--- src/rtl/mem_bus_initiator.sv ---
// Initiator side of the picorv32 native memory bus: queues commands, drives a
// look-ahead cycle, then the valid/ready transfer, and returns a response.
module mem_bus_initiator #(
    parameter int CMD_DEPTH = 4,
    parameter int TIMEOUT   = 16
) (
    input  logic        clk,
    input  logic        resetn,
    input  logic        cmd_valid,
    output logic        cmd_ready,
    input  logic [31:0] cmd_addr,
    input  logic [31:0] cmd_wdata,
    input  logic [3:0]  cmd_wstrb,
    input  logic        cmd_instr,
    output logic        mem_la_read,
    output logic        mem_la_write,
    output logic [31:0] mem_la_addr,
    output logic [31:0] mem_la_wdata,
    output logic [3:0]  mem_la_wstrb,
    output logic        mem_valid,
    output logic        mem_instr,
    output logic [31:0] mem_addr,
    output logic [31:0] mem_wdata,
    output logic [3:0]  mem_wstrb,
    input  logic        mem_ready,
    input  logic [31:0] mem_rdata,
    output logic        rsp_valid,
    input  logic        rsp_ready,
    output logic [31:0] rsp_rdata,
    output logic        rsp_err,
    output logic [15:0] txn_count
);
    localparam int AW = $clog2(CMD_DEPTH);
    localparam int CW = ($clog2(TIMEOUT + 1) > 5) ? $clog2(TIMEOUT + 1) : 5;

    typedef struct packed {
        logic [31:0] addr;
        logic [31:0] wdata;
        logic [3:0]  wstrb;
        logic        instr;
    } cmd_t;

    typedef enum logic [1:0] {IDLE, LA, WAIT, RESP} state_t;

    cmd_t          fifo_q [CMD_DEPTH];
    cmd_t          hold_q;
    logic [AW:0]   wr_ptr, rd_ptr;
    logic          full, empty, push, pop;
    state_t        state_q, state_d;
    logic [CW-1:0] wcnt_q;
    logic          wait_done, wait_err;
    logic [31:0]   bus_addr;
    logic          is_read;

    assign full      = (wr_ptr[AW] != rd_ptr[AW]) && (wr_ptr[AW-1:0] == rd_ptr[AW-1:0]);
    assign empty     = (wr_ptr == rd_ptr);
    assign cmd_ready = !full;
    assign push      = cmd_valid && !full;
    assign bus_addr  = hold_q.addr & 32'hFFFF_FFFC;
    assign is_read   = (hold_q.wstrb == 4'b0000);

    // Storage is not reset; only the pointers define occupancy.
    always_ff @(posedge clk) begin
        if (push) fifo_q[wr_ptr[AW-1:0]] <= '{cmd_addr, cmd_wdata, cmd_wstrb, cmd_instr};
    end

    always_ff @(posedge clk or negedge resetn) begin
        if (!resetn) begin
            wr_ptr <= '0;
            rd_ptr <= '0;
            hold_q <= '0;
        end else begin
            if (push) wr_ptr <= wr_ptr + 1'b1;
            if (pop) begin
                rd_ptr <= rd_ptr + 1'b1;
                hold_q <= fifo_q[rd_ptr[AW-1:0]];
            end
        end
    end

    always_ff @(posedge clk or negedge resetn) begin
        if (!resetn) state_q <= IDLE;
        else         state_q <= state_d;
    end

    always_comb begin
        state_d      = state_q;
        pop          = 1'b0;
        wait_done    = 1'b0;
        wait_err     = 1'b0;
        mem_la_read  = 1'b0;
        mem_la_write = 1'b0;
        mem_la_addr  = '0;
        mem_la_wdata = '0;
        mem_la_wstrb = '0;
        mem_valid    = 1'b0;
        mem_instr    = 1'b0;
        mem_addr     = '0;
        mem_wdata    = '0;
        mem_wstrb    = '0;
        rsp_valid    = 1'b0;
        case (state_q)
            IDLE: begin
                if (!empty) begin
                    pop     = 1'b1;
                    state_d = LA;
                end
            end
            LA: begin
                mem_la_read  = is_read;
                mem_la_write = !is_read;
                mem_la_addr  = bus_addr;
                mem_la_wdata = hold_q.wdata;
                mem_la_wstrb = hold_q.wstrb;
                state_d      = WAIT;
            end
            WAIT: begin
                mem_valid = 1'b1;
                mem_instr = hold_q.instr && is_read;
                mem_addr  = bus_addr;
                mem_wdata = hold_q.wdata;
                mem_wstrb = hold_q.wstrb;
                // A ready on the threshold cycle wins over the timeout.
                if (mem_ready) begin
                    wait_done = 1'b1;
                    state_d   = RESP;
                end else if (wcnt_q == CW'(TIMEOUT - 1)) begin
                    wait_done = 1'b1;
                    wait_err  = 1'b1;
                    state_d   = RESP;
                end
            end
            RESP: begin
                rsp_valid = 1'b1;
                if (rsp_ready) begin
                    if (!empty) begin
                        pop     = 1'b1;
                        state_d = LA;
                    end else begin
                        state_d = IDLE;
                    end
                end
            end
            default: state_d = IDLE;
        endcase
    end

    always_ff @(posedge clk or negedge resetn) begin
        if (!resetn) begin
            wcnt_q    <= '0;
            rsp_rdata <= '0;
            rsp_err   <= 1'b0;
            txn_count <= '0;
        end else begin
            wcnt_q <= (state_q == WAIT) ? wcnt_q + 1'b1 : '0;
            if (wait_done) begin
                rsp_rdata <= (!wait_err && is_read) ? mem_rdata : 32'h0;
                rsp_err   <= wait_err;
                txn_count <= txn_count + 16'd1;
            end
        end
    end
endmodule

--- config.mk ---
export PLATFORM = sky130hd
export DESIGN_NAME = mem_bus_initiator
export DESIGN_NICKNAME = d
export VERILOG_FILES = /design/src/rtl/mem_bus_initiator.sv
export SDC_FILE = /design/constraint.sdc
export NUM_CORES = 1
export LEC_CHECK = 0
export BUFFER_PORTS_ARGS = -buffer_cell sky130_fd_sc_hd__buf_2
export CELL_PAD_IN_SITES_DETAIL_PLACEMENT = 0
export CELL_PAD_IN_SITES_GLOBAL_PLACEMENT = 1
export CORE_MARGIN = 4
export CORE_UTILIZATION = 47
export DETAILED_ROUTE_END_ITERATION = 12
export GPL_TIMING_DRIVEN = 0
export PLACE_DENSITY = 0.9
export SETUP_SLACK_MARGIN = 0.1
export SYNTH_ARGS = -nofsm -noshare
export SYNTH_HDL_FRONTEND = slang
export SYNTH_SLANG_ARGS = --single-unit
--- constraint.sdc ---
create_clock -name clk -period 3.8 [get_ports clk]
set_clock_uncertainty 0.2 [all_clocks]
set_input_delay 0.76 -clock clk [delete_from_list [all_inputs] [get_ports clk]]
set_output_delay 0.76 -clock clk [all_outputs]
set_load 0.005 [all_outputs]
# == Word-level counts from Yosys, hierarchy flattened ==
# Memories as Yosys holds them, arrays and structs flattened. A register that Yosys moved wholly into a read port is not among the register bits.
# Index checks and enable logic that the tools add are counted.
# totals
ff_bits,62
ram_bits,276
input_bits,106
elab_cells,62
memories,1
# mem_list
memory,words,width,rd,rd_clocked_by_memory_dff,wr,line_no,text
fifo_q,4,69,1,1,1,45,cmd_t fifo_q [CMD_DEPTH];
# classes
addsub,4
eq_ne,10
muxes,29
reduce_logical,11
# ops
operator,n
two-way mux 32 bit,5
"adder 16 x 1 -> 16 bit, second input constant",1
two-way mux 1 bit,15
two-way mux 2 bit,4
two-way mux 4 bit,2
one-hot mux 2 bit (4 select lines),1
"adder 3 x 1 -> 3 bit, second input constant",2
"adder 5 x 1 -> 5 bit, second input constant",1
"equality test 5 x 4 -> 1 bit, second input constant",1
two-way mux 5 bit,1
"equality test 2 bit, second input constant",2
logical AND 1 bit,4
zero test 1 bit,4
zero test 4 bit,1
"inequality test 2 bit, second input constant",2
equality test 3 bit,1
"inequality test 3 bit, second input constant",1
AND reduction 3 bit,1
"equality test 2 x 1 -> 1 bit, second input constant",1
equality test 2 bit,1
zero test 2 bit,1
one-hot mux 1 bit (2 select lines),1
inequality test 1 bit,1

# == Depth between registers and ports, before layout ==
# Gate-level depths: netlist of run 1.
# logic_depth
ltp_word,7
depth_mapped,8
ltp_nobuf,7

# == Least setup slack after synthesis of run 1 ==
# No wires, ideal clock.
# synth_timing
path_type,register -> register
from,reg rd_ptr[1]
to,"mem fifo_q[3][0] (netlist bit), enable pin"
setup_time_ns,0.434
arrival_ns,2.678
slack_ns,0.488
stages_incl_launch_ff,6
n_path_buf,2
period_less_slack_ns,3.312
path_cell_list,dfrtp_1 > buf_2 > xor2_1 > or3_1 > clkbuf_1 > and3_1
# synth_via
elab_chain_len,6
# synth_rtl
element,line_no,text
"start, declared",47,"logic [AW:0] wr_ptr, rd_ptr;"
"start signal, assigned",75,rd_ptr <= rd_ptr + 1'b1;
equality test 2 bit,55,assign full = (wr_ptr[AW] != rd_ptr[AW]) && (wr_ptr[AW-1:0] == rd_ptr[AW-1:0]);
logical AND 1 bit,55,
zero test 1 bit,--,
via cmd_ready,10,"output logic cmd_ready,"
logical AND 1 bit,58,assign push = cmd_valid && !full;
two-way mux 1 bit,64,"if (push) fifo_q[wr_ptr[AW-1:0]] <= '{cmd_addr, cmd_wdata, cmd_wstrb, cmd_instr};"
two-way mux 1 bit (not written as such),64,
"end, declared",45,
# The timed path passes the listed nets, and every way through them passes these cells.

# == Worst setup path in the final report of run 1 ==
# layout_timing
from,reg state_q[0]
to,out mem_addr[26]
# layout_via
elab_chain_len,2
# layout_rtl
element,line_no,text
"start, declared",49,"state_t state_q, state_d;"
"start signal, assigned",83,else state_q <= state_d;
equality test 2 bit,102,case (state_q)
two-way mux 32 bit,102,
"end, declared",22,"output logic [31:0] mem_addr,"
# No other way between the ends.

==> impl_summary.md, run 1 <==
Status
The run finished, with violations left. The final reports fail on hold timing.

Clocking
The post-CTS setup repair buffer count is 0. TritonCTS built the clock tree. Clock latency on the worst-skew pair, taken at its later pin, is 0.53 ns.

Counting every sink on the clock net gives just under 400. The level count of the clock H-tree is 2. The maximum clock path buffer count is 3.

After clock tree synthesis, the clock-pin slew on the worst setup and hold paths is about 0.06 ns. The root buffer selected by CTS is clkbuf_16. For this design, the CTS-stage hold fixing added 0 buffers.

The number of resized instances in the post-cts repair step is 5. In this run, CTS created clock tree buffers numbering 41.

Routing
Summing over every cut layer, the via total after detailed routing is 8,868. Dividing the detail-routed via count by the number of cells gives 5.09. For this run, the detailed router's first-pass iteration total came to 4. The number of design-rule violations left by the first detailed-router iteration is 510. After detailed routing, the number of remaining DRC violations is 0.

The number of nets with antenna violations after detailed routing is 0. The final wirelength is 35,800 um. The final routed wire length divided by cell count is between 20 and 25 um.

Worst setup path
The number of cells on the worst reg-to-reg path is 8. STA puts the critical path data required time at 2.84 ns. In this run the worst path has a maximum fanout of 10. The signal on the critical path passes through inv_1, ha_1, clkbuf_4, buf_2, clkbuf_4, and2_1, buf_2. At the worst endpoint, the arrival time is 2.52 ns.

The family with the most delay on the worst path is buffers and inverters. The slowest cell on the critical path is dfrtp_1. The worst setup path is launched from a flip-flop. The number of logic stages on the critical path including buffering is 7.

The worst setup path is captured at an output port. The reg-to-reg setup timing slack is 1.08 ns. The reg-to-reg endpoint is rsp_rdata[15]$_DFFE_PN0P_. The worst register-to-register path begins at state_q[0]$_DFFE_PN0P_. The most critical setup path has its startpoint at state_q[0]$_DFFE_PN0P_. The most critical setup path has its endpoint at mem_addr[26].

On the worst path, the slowest cell contributes a delay of 0.41 ns. Together, buffers and inverters on the worst path number 5. By startpoint and endpoint, the worst setup path is classified as reg -> out.

STA
The final-layout worst hold slack is -0.0129 ns. The number of pins exceeding their max-slew limit in the final report was 0. The fmax is ~0.29 GHz. The final hold violation count came to 3. The total negative slack is 0 ns. The final worst-path setup slack is 0.318 ns. Setup violations remaining at the end of the flow were counted as 0. Setup repair after global routing left no endpoint under its margin. The transition time at the pin with the least slew margin is 0.711 ns.

The share of the clock period used by the worst path after layout is 0.916. The normalized max-slew margin is 0.526. For the finished layout, the period the worst path requires is around 3.5 ns.

Run
Max-cap violations in this run came to 0.

GRT
The largest net degree at the start of global routing is 83. The first global-routing pass estimated 55,700 um of wire. The number of antenna violations at the first check in global routing is 6.

In the global route stage, overall resource usage came out at 0.190. After global routing the overflow that remains totals 0. The number of global-route vias before repair is 9,226.

Yosys
By area the synthesized netlist is led by edfxtp_1 (50%), dfrtp_1 (20%), mux4_2 (9.4%), mux2_4 (6.3%), and2_1 (5.2%). The mean area per synthesized cell is roughly 18 um^2. The top-area cell type share of the netlist area is 0.499. The synthesized design contains 397 register bits. The count of synthesis-stage warnings from yosys is 0.

The sequential element share of the synthesized area is 0.699. The top cell type by total area after synthesis is edfxtp_1. In the synthesized netlist, the number of instances is 920.

The netlist area before placement is 16,100 um^2. Counting distinct cell types in the post-synthesis netlist gives 41.

Pwr
The worst supply voltage drop on vdd is 0.000522 V. In this run the power density over the cells is about 840 nW/um^2. For this design the static power due to leakage is ~8.1 nW.

Die
The placeable core region is between 30,000 and 40,000 um^2. The initial cell density of the core is 0.478. The floorplan has 67 rows. The area of the die is 37,300 um^2. 297 I/O pins were placed. The vertical die dimension is 193 um. The x dimension of the die is 193 um.

Final layout
The filler-free cell count of the finished design is 1,742. The area of all placed cells without fillers is 19,700 um^2. The most frequent standard cell in the layout excluding fill and tap cells is buf_2.

The proportion of layout cells with a drive suffix above 1 is 0.404. Leaving out fill and tap cells, the most frequent cells in the layout are buf_2 (297), edfxtp_1 (268), and2_1 (134). Relative to the synthesized area, the layout overhead comes to 21.9%. At the end of the flow, the number of nets in the layout was 1,379.

The multi-input gate area in the final layout is 4520 um^2. The area occupied by registers is approximately 11,000 um^2. The filler cells instantiated in the layout total 2,613.

Placed design
Buffers placed on the I/O ports in this run total 290. The routability congestion estimate is between 0.8 and 0.9. Summing all placed instances gives a cell area of 18,300 um^2. The detailed-placement wirelength estimate is roughly 23,000 um.

OpenSTA, run right after detailed placement, puts the worst setup slack at 0.0107 ns. Once placement completed, the tool counted placed cells totaling 1,666.

Min path
The tightest min-delay check is of the in -> async type.
kinds of logic (layout without fill, tap and decap cells):
kind of cell,count (synthesis),after routing,synth area share
AOI/OAI and AO/OA,41,41,0.0143
xor gates and xnor gates,25,25,0.0136
adders and majority gates,13,13,0.0101
buffers and inverters,62,432,0.0224
DFF,397,397,0.699
muxes,137,137,0.158
other,1,5,0.000233
and+or+nand+nor,244,244,0.0818
synthesized netlist by cell type, drive strengths merged:
cell	n
and2	134
a21oi	2
nand2	76
conb	1
nor2b	1
ha	13
nor3	3
o311a	1
and4	1
clkbuf	28
edfxtp	268
or3	2
nand4	5
mux2i	1
a21o	1
o221ai	1
dfrtp	129
nand3	5
xnor2	17
inv	9
nand3b	1
o32ai	1
buf	25
o211ai	1
and3	7
a2bb2oi	1
mux4	67
mux2	69
o21ai	33
xor2	8
nor4	2
nor2	7
flip-flops by register name (all words and copies together) (netlist names):
register,cells
txn_count,16
wcnt_q,5
rsp_rdata,32
fifo_q,268
rd_ptr,3
wr_ptr,3
hold_q,37
state_q,2
rsp_err,1
bus_addr,30
per-layer routing:
metal | part of all wire | track usage | vias up
met4 | 0.021 | 0.0456 | 8
li1 | - | - | 4103
met5 | 0.0014 | 0 | -
met3 | 0.064 | 0.0487 | 53
met2 | 0.48 | 0.311 | 286
met1 | 0.43 | 0.260 | 4418
how the worst min path moves through the flow:
stage / slack, ns / depth (start not counted) / endpoint / from
2_1_floorplan: 0.22 / 1 / wcnt_q[0]$_DFF_PN0_ / wcnt_q[0]$_DFF_PN0_
3_3_place_gp: 0.24 / 1 / wcnt_q[0]$_DFF_PN0_ / wcnt_q[0]$_DFF_PN0_
3_5_place_dp: 0.25 / 1 / wcnt_q[0]$_DFF_PN0_ / wcnt_q[0]$_DFF_PN0_
4_1_cts: 0.002 / 1 / hold_q[21]$_DFFE_PN0P_ / resetn
5_1_grt: 0.02 / 1 / hold_q[9]$_DFFE_PN0P_ / resetn
6_report: -0.01 / 1 / hold_q[9]$_DFFE_PN0P_ / resetn
final cells by class:
type	instances	share of cell area
sequential	397	0.574
multi-input combinational	464	0.230
timing repair buffer	295	0.0812
clock buffer	58	0.0581
tap	448	0.0285
buffer	52	0.0170
clock inverter	18	0.00980
inverter	9	0.00172
antenna	1	0.000127
stage by stage:
step,util,power [W]
2_1_floorplan,-,0.0105
3_3_place_gp,0.538,0.0125
3_5_place_dp,0.543,0.0127
4_1_cts,0.583,0.0167
5_1_grt,0.583,0.0174
6_report,0.583,0.0164
report_power, final:
| part | switching, W | total, W | internal [W] |
|---|---|---|---|
| Sequential | 0.000626 | 0.00662 | 0.00599 |
| Combinational | 0.00278 | 0.00589 | 0.00311 |
| Clock | 0.00161 | 0.00392 | 0.00231 |
(Power assumes the default switching activity.)
==> run 2, diff against run 1 <==
==> constraint.sdc (replaced) <==
create_clock -name clk -period 3.8 [get_ports clk]
set_clock_uncertainty 0.2 [all_clocks]
set_input_delay 0.76 -clock clk [delete_from_list [all_inputs] [get_ports clk]]
set_output_delay 0.76 -clock clk [all_outputs]
set_load 0.05 [all_outputs]
==> run 2 against run 1 <==
The flow now finishes without violations. Worst setup slack worse by 0.054 ns. Core utilization up 0.72 points. Via count rose by 1.3%. Global-route usage increased by 0.30 points. Critical endpoint is now mem_addr[8]. Critical path depth shrank 1. Sequential power about the same. Clock power rose by 15%. Final area grew 1.2%. Wire length rose by 2.1%. Non-clock buffer count rose by 2. Die area unchanged. Sequential share of layout area fell by 0.70 points.
==> impl_summary.md, run 2 (synthesis gave the netlist of run 1 again) <==
Worst setup path
The highest net fanout along the worst path is 10. STA puts the critical path data required time at 2.84 ns. The worst setup path is of the reg -> out kind.

On the worst path, the slowest cell contributes a delay of 0.51 ns. The sort of element at the end of the critical path is an output port. The family with the most delay on the worst path is buffers and inverters.

Data arrives at the worst endpoint at 2.58 ns. The kind of start point of the critical path is a flip-flop. The critical path goes through inv_1, ha_1, clkbuf_4, clkbuf_1, and2_1, buf_2. The buffers plus inverters on the worst setup path is 4. On the critical path, the stage with the largest delay is an instance of clkbuf_1.

Final layout
The proportion of layout cells with a drive suffix above 1 is 0.413. The area of all placed cells without fillers is 19,900 um^2. Leaving out fill and tap cells, the most frequent cells in the layout are buf_2 (295), edfxtp_1 (268), and2_1 (134). The antenna diode count is 0.

The library cell used most frequently in the layout, excluding fill and tap cells, is buf_2. The number of nets at the end of the flow is between 1,000 and 1,500. The register with the most flip-flops in the layout has ~270 of them. Counting the fill cells in the layout gives between 2,000 and 3,000. From synthesis to final layout, the design area changed by 23.4%.

The filler-free cell count of the finished design is 1,745.

GRT
The remaining global-route overflow is 0. The first global-routing pass estimated roughly 57,000 um of wire. The number of antenna violations at the first check in global routing came to 3. The largest net degree at the start of global routing is 86. The number of global-route vias before repair was around 9,400. The global-route usage over all layers is 0.193.

Die
The initial utilization of the core area, before any placement, comes to 0.478. The count of boundary I/O pins is 297. Measured along the x axis, the die boundary spans 193 um. The die is around 190 um tall. The die covers 37,300 um^2. The floorplan has 67 rows.

The placeable core region is 33,700 um^2.

Clocking
The clock passes through at most 3 buffers. The number of buffers created by CTS is 42. The tree is rooted in a clkbuf_16. The level count of the clock H-tree is 2. The clock input transition at the sequential cells of the worst setup and hold paths is ~0.06 ns. TritonCTS built the clock tree. The later pin in the worst-skew pair is clocked with a latency of between 0.5 and 0.6 ns. The post-CTS setup repair buffer count is 0. Clock tree synthesis found a total of a little under 400 sinks.

STA
The final hold violation count is 0. The worst path needs roughly 3.5 ns of the cycle, external delays included. For this run, the top clock speed supported by timing is 0.283 GHz. The normalized max-slew margin is 0.455. Setup repair after global routing left no endpoint under its margin. The total setup violations reported at the end of the flow is 0.

The number of pins exceeding their max-slew limit in the final report was 0. The total negative slack is 0 ns. The share of the clock period used by the worst path after layout is 0.930. The transition time at the pin with the least slew margin is 0.811 ns.

Routing
The final wirelength is approximately 37,000 um. The post-detailed-route via-to-cell ratio is 5.15. The via count is approximately 9,000.

The final routed wire length divided by cell count is ~21 um. The detailed router finished its first iteration with 551 violations. The number of nets with antenna violations after detailed routing is 0.

The DRC violation count after routing is 0. The first TritonRoute pass finished after 5 iterations.

Placed design
The area of placed instances is 18,300 um^2. The routability congestion estimate is 0.847. The cell total after placement is 1,666. The detailed-placement wirelength estimate is ~24,000 um. The number of port buffers is 290.

Pwr
The worst-case IR drop observed on VDD is 0.000656 V. In this run the static leakage power is 8.20 nW. The power density over the cells is 988 nW/um^2.

Min path
The class of the worst hold path is in -> reg.

Run
The number of violations of the max-capacitance limit is 0.

Status
The flow ran to the end, and the final reports show no timing, DRC or antenna violations.
run 2: cell count changes in the layout (fill, tap and decap cells not counted), sizes merged:
cell / previous run / this run
buf: 321 / 320
bufinv: 3 / 9
clkinvlp: 3 / 0
diode: 1 / 0
dlygate4sd3: 0 / 1
inv: 10 / 11
run 2: what timing repair did:
item | in CTS | in global routing
setup endpoints to repair | 40 | 29
gates resized for setup | 8 | 6
hold buffers | 1 | 0
hold endpoints to repair | 44 | 0
pin swaps | 0 | 0
run 2: where the power goes:
part | internal (W) | total, W | switching (W) | leakage (nW)
clock | 0.00282 | 0.00452 | 0.00169 | 0.768
combinational | 0.00314 | 0.00850 | 0.00536 | 3.36
sequential | 0.00600 | 0.00664 | 0.000643 | 4.07
run 2: final cells by class:
cell class	count	area, um^2	share of cell area
buffer	53	345	0.0174
clock buffer	56	1180	0.0595
clock inverter	22	373	0.0187
inverter	9	33.8	0.00170
multi-input combinational	464	4520	0.227
sequential	397	11300	0.567
tap	448	561	0.0282
timing repair buffer	296	1610	0.0807
run 2: routing by layer:
metal | global-route usage | share of wire
met3 | 0.0414 | 0.063
met2 | 0.331 | 0.50
met5 | 0 | 0.00082
met1 | 0.258 | 0.41
met4 | 0.0417 | 0.020
run 2: worst paths after layout:
check	end	cells past startpoint	slack (ns)	startpoint
setup / recovery	mem_addr[8]	6	0.26	state_q[0]$_DFFE_PN0P_
hold / removal	fifo_q[3][22]$_DFFE_PP_	1	0.22	cmd_wdata[17]
setup reg to reg	fifo_q[3][47]$_DFFE_PP_	6	1.15	rd_ptr[1]$_DFFE_PN0P_
hold reg to reg	wcnt_q[0]$_DFF_PN0_	1	0.25	wcnt_q[0]$_DFF_PN0_
max in group asynchronous	bus_addr[16]$_DFFE_PN0P_	3	2.04	resetn
min in group asynchronous	hold_q[11]$_DFFE_PN0P_	2	0.54	resetn
run 2: metrics by stage:
| step | hold WS (ns) | utilization | worst slack (ns) | power, W |
|---|---|---|---|---|
| 2_1_floorplan | 0.225 | - | 0.678 | 0.0130 |
| 3_3_place_gp | 0.238 | 0.539 | -0.324 | 0.0151 |
| 3_5_place_dp | 0.247 | 0.543 | -0.0512 | 0.0153 |
| 4_1_cts | 0.192 | 0.590 | 0.0866 | 0.0199 |
| 5_1_grt | 0.206 | 0.590 | 0.137 | 0.0206 |
| 6_report | 0.222 | 0.590 | 0.264 | 0.0197 |
==> run 3, diff against run 2 <==
Settings changed: BUFFER_PORTS_ARGS -buffer_cell sky130_fd_sc_hd__buf_2 to -buffer_cell sky130_fd_sc_hd__clkbuf_2.
==> run 3 against run 2 <==
The flow now finishes with violations (hold timing). Sequential power about the same. Global-route usage is 0.21 points higher. Critical path depth stayed put. Register-to-register slack better by 0.05 ns. Final area shrank 0.82%. Clock power fell by 10%. Critical path type unchanged. Critical endpoint is now mem_la_addr[28]. Combinational power barely moved. Die area did not move. Flip-flop and latch count unchanged.
==> impl_summary.md, run 3 (synthesis gave the netlist of run 1 again) <==
Run
The number of violations of the max-capacitance limit is 0.

Die
Measured along the x axis, the die boundary spans 193 um. For this design the top-level I/O count stands at between 200 and 300. The count of standard-cell rows is 67.

The core region is about 34,000 um^2. The initial cell density of the core is 0.478. The vertical die dimension is 193 um. The floorplan step defined a die boundary enclosing roughly 37,000 um^2.

Worst setup path
The highest net fanout along the worst path is 10. The kind of start point of the critical path is a flip-flop. The setup check on the worst reg-to-reg path leaves a slack of 1.20 ns. Walking the worst path, the cells encountered are inv_1, ha_2, clkbuf_2, clkbuf_4, and2_1, clkbuf_2. The family with the most delay on the worst path is buffers and inverters.

The delay of the slowest cell on the worst path is 0.41 ns. The arrival time at the worst endpoint is 2.62 ns. The worst setup path is captured at an output port. By instance count, the cell type seen most on the critical path is clkbuf_2.

The buffers plus inverters on the worst setup path is 4. The critical path start-end classification is reg -> out. Among all stages on the critical path, the largest delay is contributed by dfrtp_1. For the worst setup path, the data required time is 2.84 ns.

STA
The total setup violations reported at the end of the flow is 0. The share of the clock period used by the worst path after layout is 0.941. The routed design could run at a clock period as short as between 3 and 4 ns. The final hold violation count is 2. The final-layout worst hold slack is -0.00572 ns. Setup repair after global routing could not meet its margin everywhere. Summed over all failing endpoints, the final setup total negative slack is 0 ns. The transition time at the pin with the least slew margin is between 0.7 and 0.8 ns.

The number of pins exceeding their max-slew limit in the final report is 0. Measured against its own limit, the worst slew margin works out to 0.467. The fmax is 0.280 GHz.

GRT
For met3 alone, demand over resource in global routing was 0.0435. The first global-routing pass estimated 57,600 um of wire. The global-route usage over all layers is 0.195.

Summed over all layers, the global routing overflow is 0. The largest net degree at the start of global routing is 81. The global routing stage identified its most utilized layer as met2.

The number of antenna violations at the first check in global routing was 1. The global routing usage on met1 is 0.262. The number of global-route vias before repair is 9,612. The met2 track utilization from global routing is 0.329.

Routing
Once detail routing completed, the nets flagged for antenna violations numbered 0. After detailed routing, the average wire length per cell comes to 21.0 um. The routed layout has between 9,000 and 10,000 vias.

The number of optimization iterations in the first detailed-route pass is 4. The number of design-rule violations left by the first detailed-router iteration is ~420. For this run, design rule violations remaining after detail routing come to 0. The final wirelength is 36,700 um. The post-detailed-route via-to-cell ratio is approximately 5.2.

Clocking
Clock latency on the worst-skew pair, taken at its later pin, is 0.53 ns. The post-CTS setup repair buffer count is 0. In this run the number of H-tree levels came out at 2. TritonCTS built the clock tree.

TritonCTS created 42 clock buffers. CTS saw 397 sinks. The clock passes through at most 3 buffers. The root buffer selected by CTS is clkbuf_16. Clock-pin slew was measured on the worst setup and hold paths at 0.06 ns.

Placed design
Input and output buffers added on the ports amount to 290. The HPWL after detailed placement is 24,200 um. The routability congestion estimate is 0.848.

Status
The run finished, with violations left. The final reports fail on hold timing.

Final layout
Of the cells placed in the final design, the portion with a size suffix greater than 1 is 0.410. After the last flow step, the layout net total stands at 1,381. Leaving out fill and tap cells, the most frequent cell in the layout is clkbuf_2. The layout overhead on the synthesized area is 22.4%.

The register with the most flip-flops in the layout has 268 of them. The library cells used most frequently in the layout, excluding fill and tap cells, are clkbuf_2 (290), edfxtp_1 (268), and2_1 (134). Measured on the finished design, the core utilization comes to 0.586.

Pwr
For this design the static power due to leakage is roughly 8 nW. The power density over the cells is 974 nW/um^2. The worst supply voltage drop on vdd is 0.000563 V.

Min path
The class of the worst hold path is in -> async.
## run 3: changes by cell type in the layout (fill, tap and decap cells not counted), moves of 2 or more
cell       before  now
bufinv_16       9    3
clkinv_1        3    1
buf_2         295    7
clkbuf_2        3  290
inv_16          2    0
clkinv_2        7    9
clkbuf_16      42   44
clkbuf_1       28   33
## run 3: through the flow
step | hold WS (ns) | std cells | total power (W) | setup WS, ns | instance area, um^2
4_1_cts | 0.00314 | 1742 | 0.0195 | 0.156 | 19700
5_1_grt | 0.00675 | 1743 | 0.0202 | 0.0994 | 19700
3_3_place_gp | 0.244 | 1661 | 0.0151 | -0.713 | 18200
3_5_place_dp | 0.247 | 1666 | 0.0153 | -0.0884 | 18300
2_1_floorplan | 0.225 | 923 | 0.0130 | 0.678 | 16100
6_report | -0.00572 | 1743 | 0.0192 | 0.223 | 19700
## run 3: worst paths after layout
path | cells after the start | end | start
worst max-delay path | 6 | mem_la_addr[28] | state_q[1]$_DFFE_PN0P_
worst min register to register | 1 | wcnt_q[0]$_DFF_PN0_ | wcnt_q[0]$_DFF_PN0_
worst min-delay path | 1 | hold_q[11]$_DFFE_PN0P_ | resetn
worst max register to register | 6 | fifo_q[2][40]$_DFFE_PP_ | rd_ptr[1]$_DFFE_PN0P_
min in group clk | 1 | fifo_q[0][18]$_DFFE_PP_ | cmd_wdata[13]
max in group asynchronous | 2 | rsp_rdata[7]$_DFFE_PN0P_ | resetn
## run 3: cell type report
class                      instances  area [um^2]
antenna                            1         2.50
buffer                            53          345
clock buffer                      61         1220
clock inverter                    15          171
fill                            2626        14000
inverter                           9         33.8
multi-input combinational        464         4520
sequential                       397        11300
tap                              448          561
timing repair buffer             295         1600
## run 3: repair_timing
action,CTS,global route
endpoints found under the setup margin,41,17
hold buffers,0,0
gates resized for setup,9,8
## run 3: routing by layer
metal,up-vias,share of wire,wire length (um)
li1,4095,-,-
met1,4620,0.42,15500
met2,309,0.49,18100
met3,52,0.063,2300
met4,0,0.020,746
met5,-,0,0
## run 3: where the power goes
part	switching (W)	internal, W
clock network	0.00162	0.00245
logic	0.00541	0.00312
registers	0.000636	0.00600
total	0.00767	0.0116
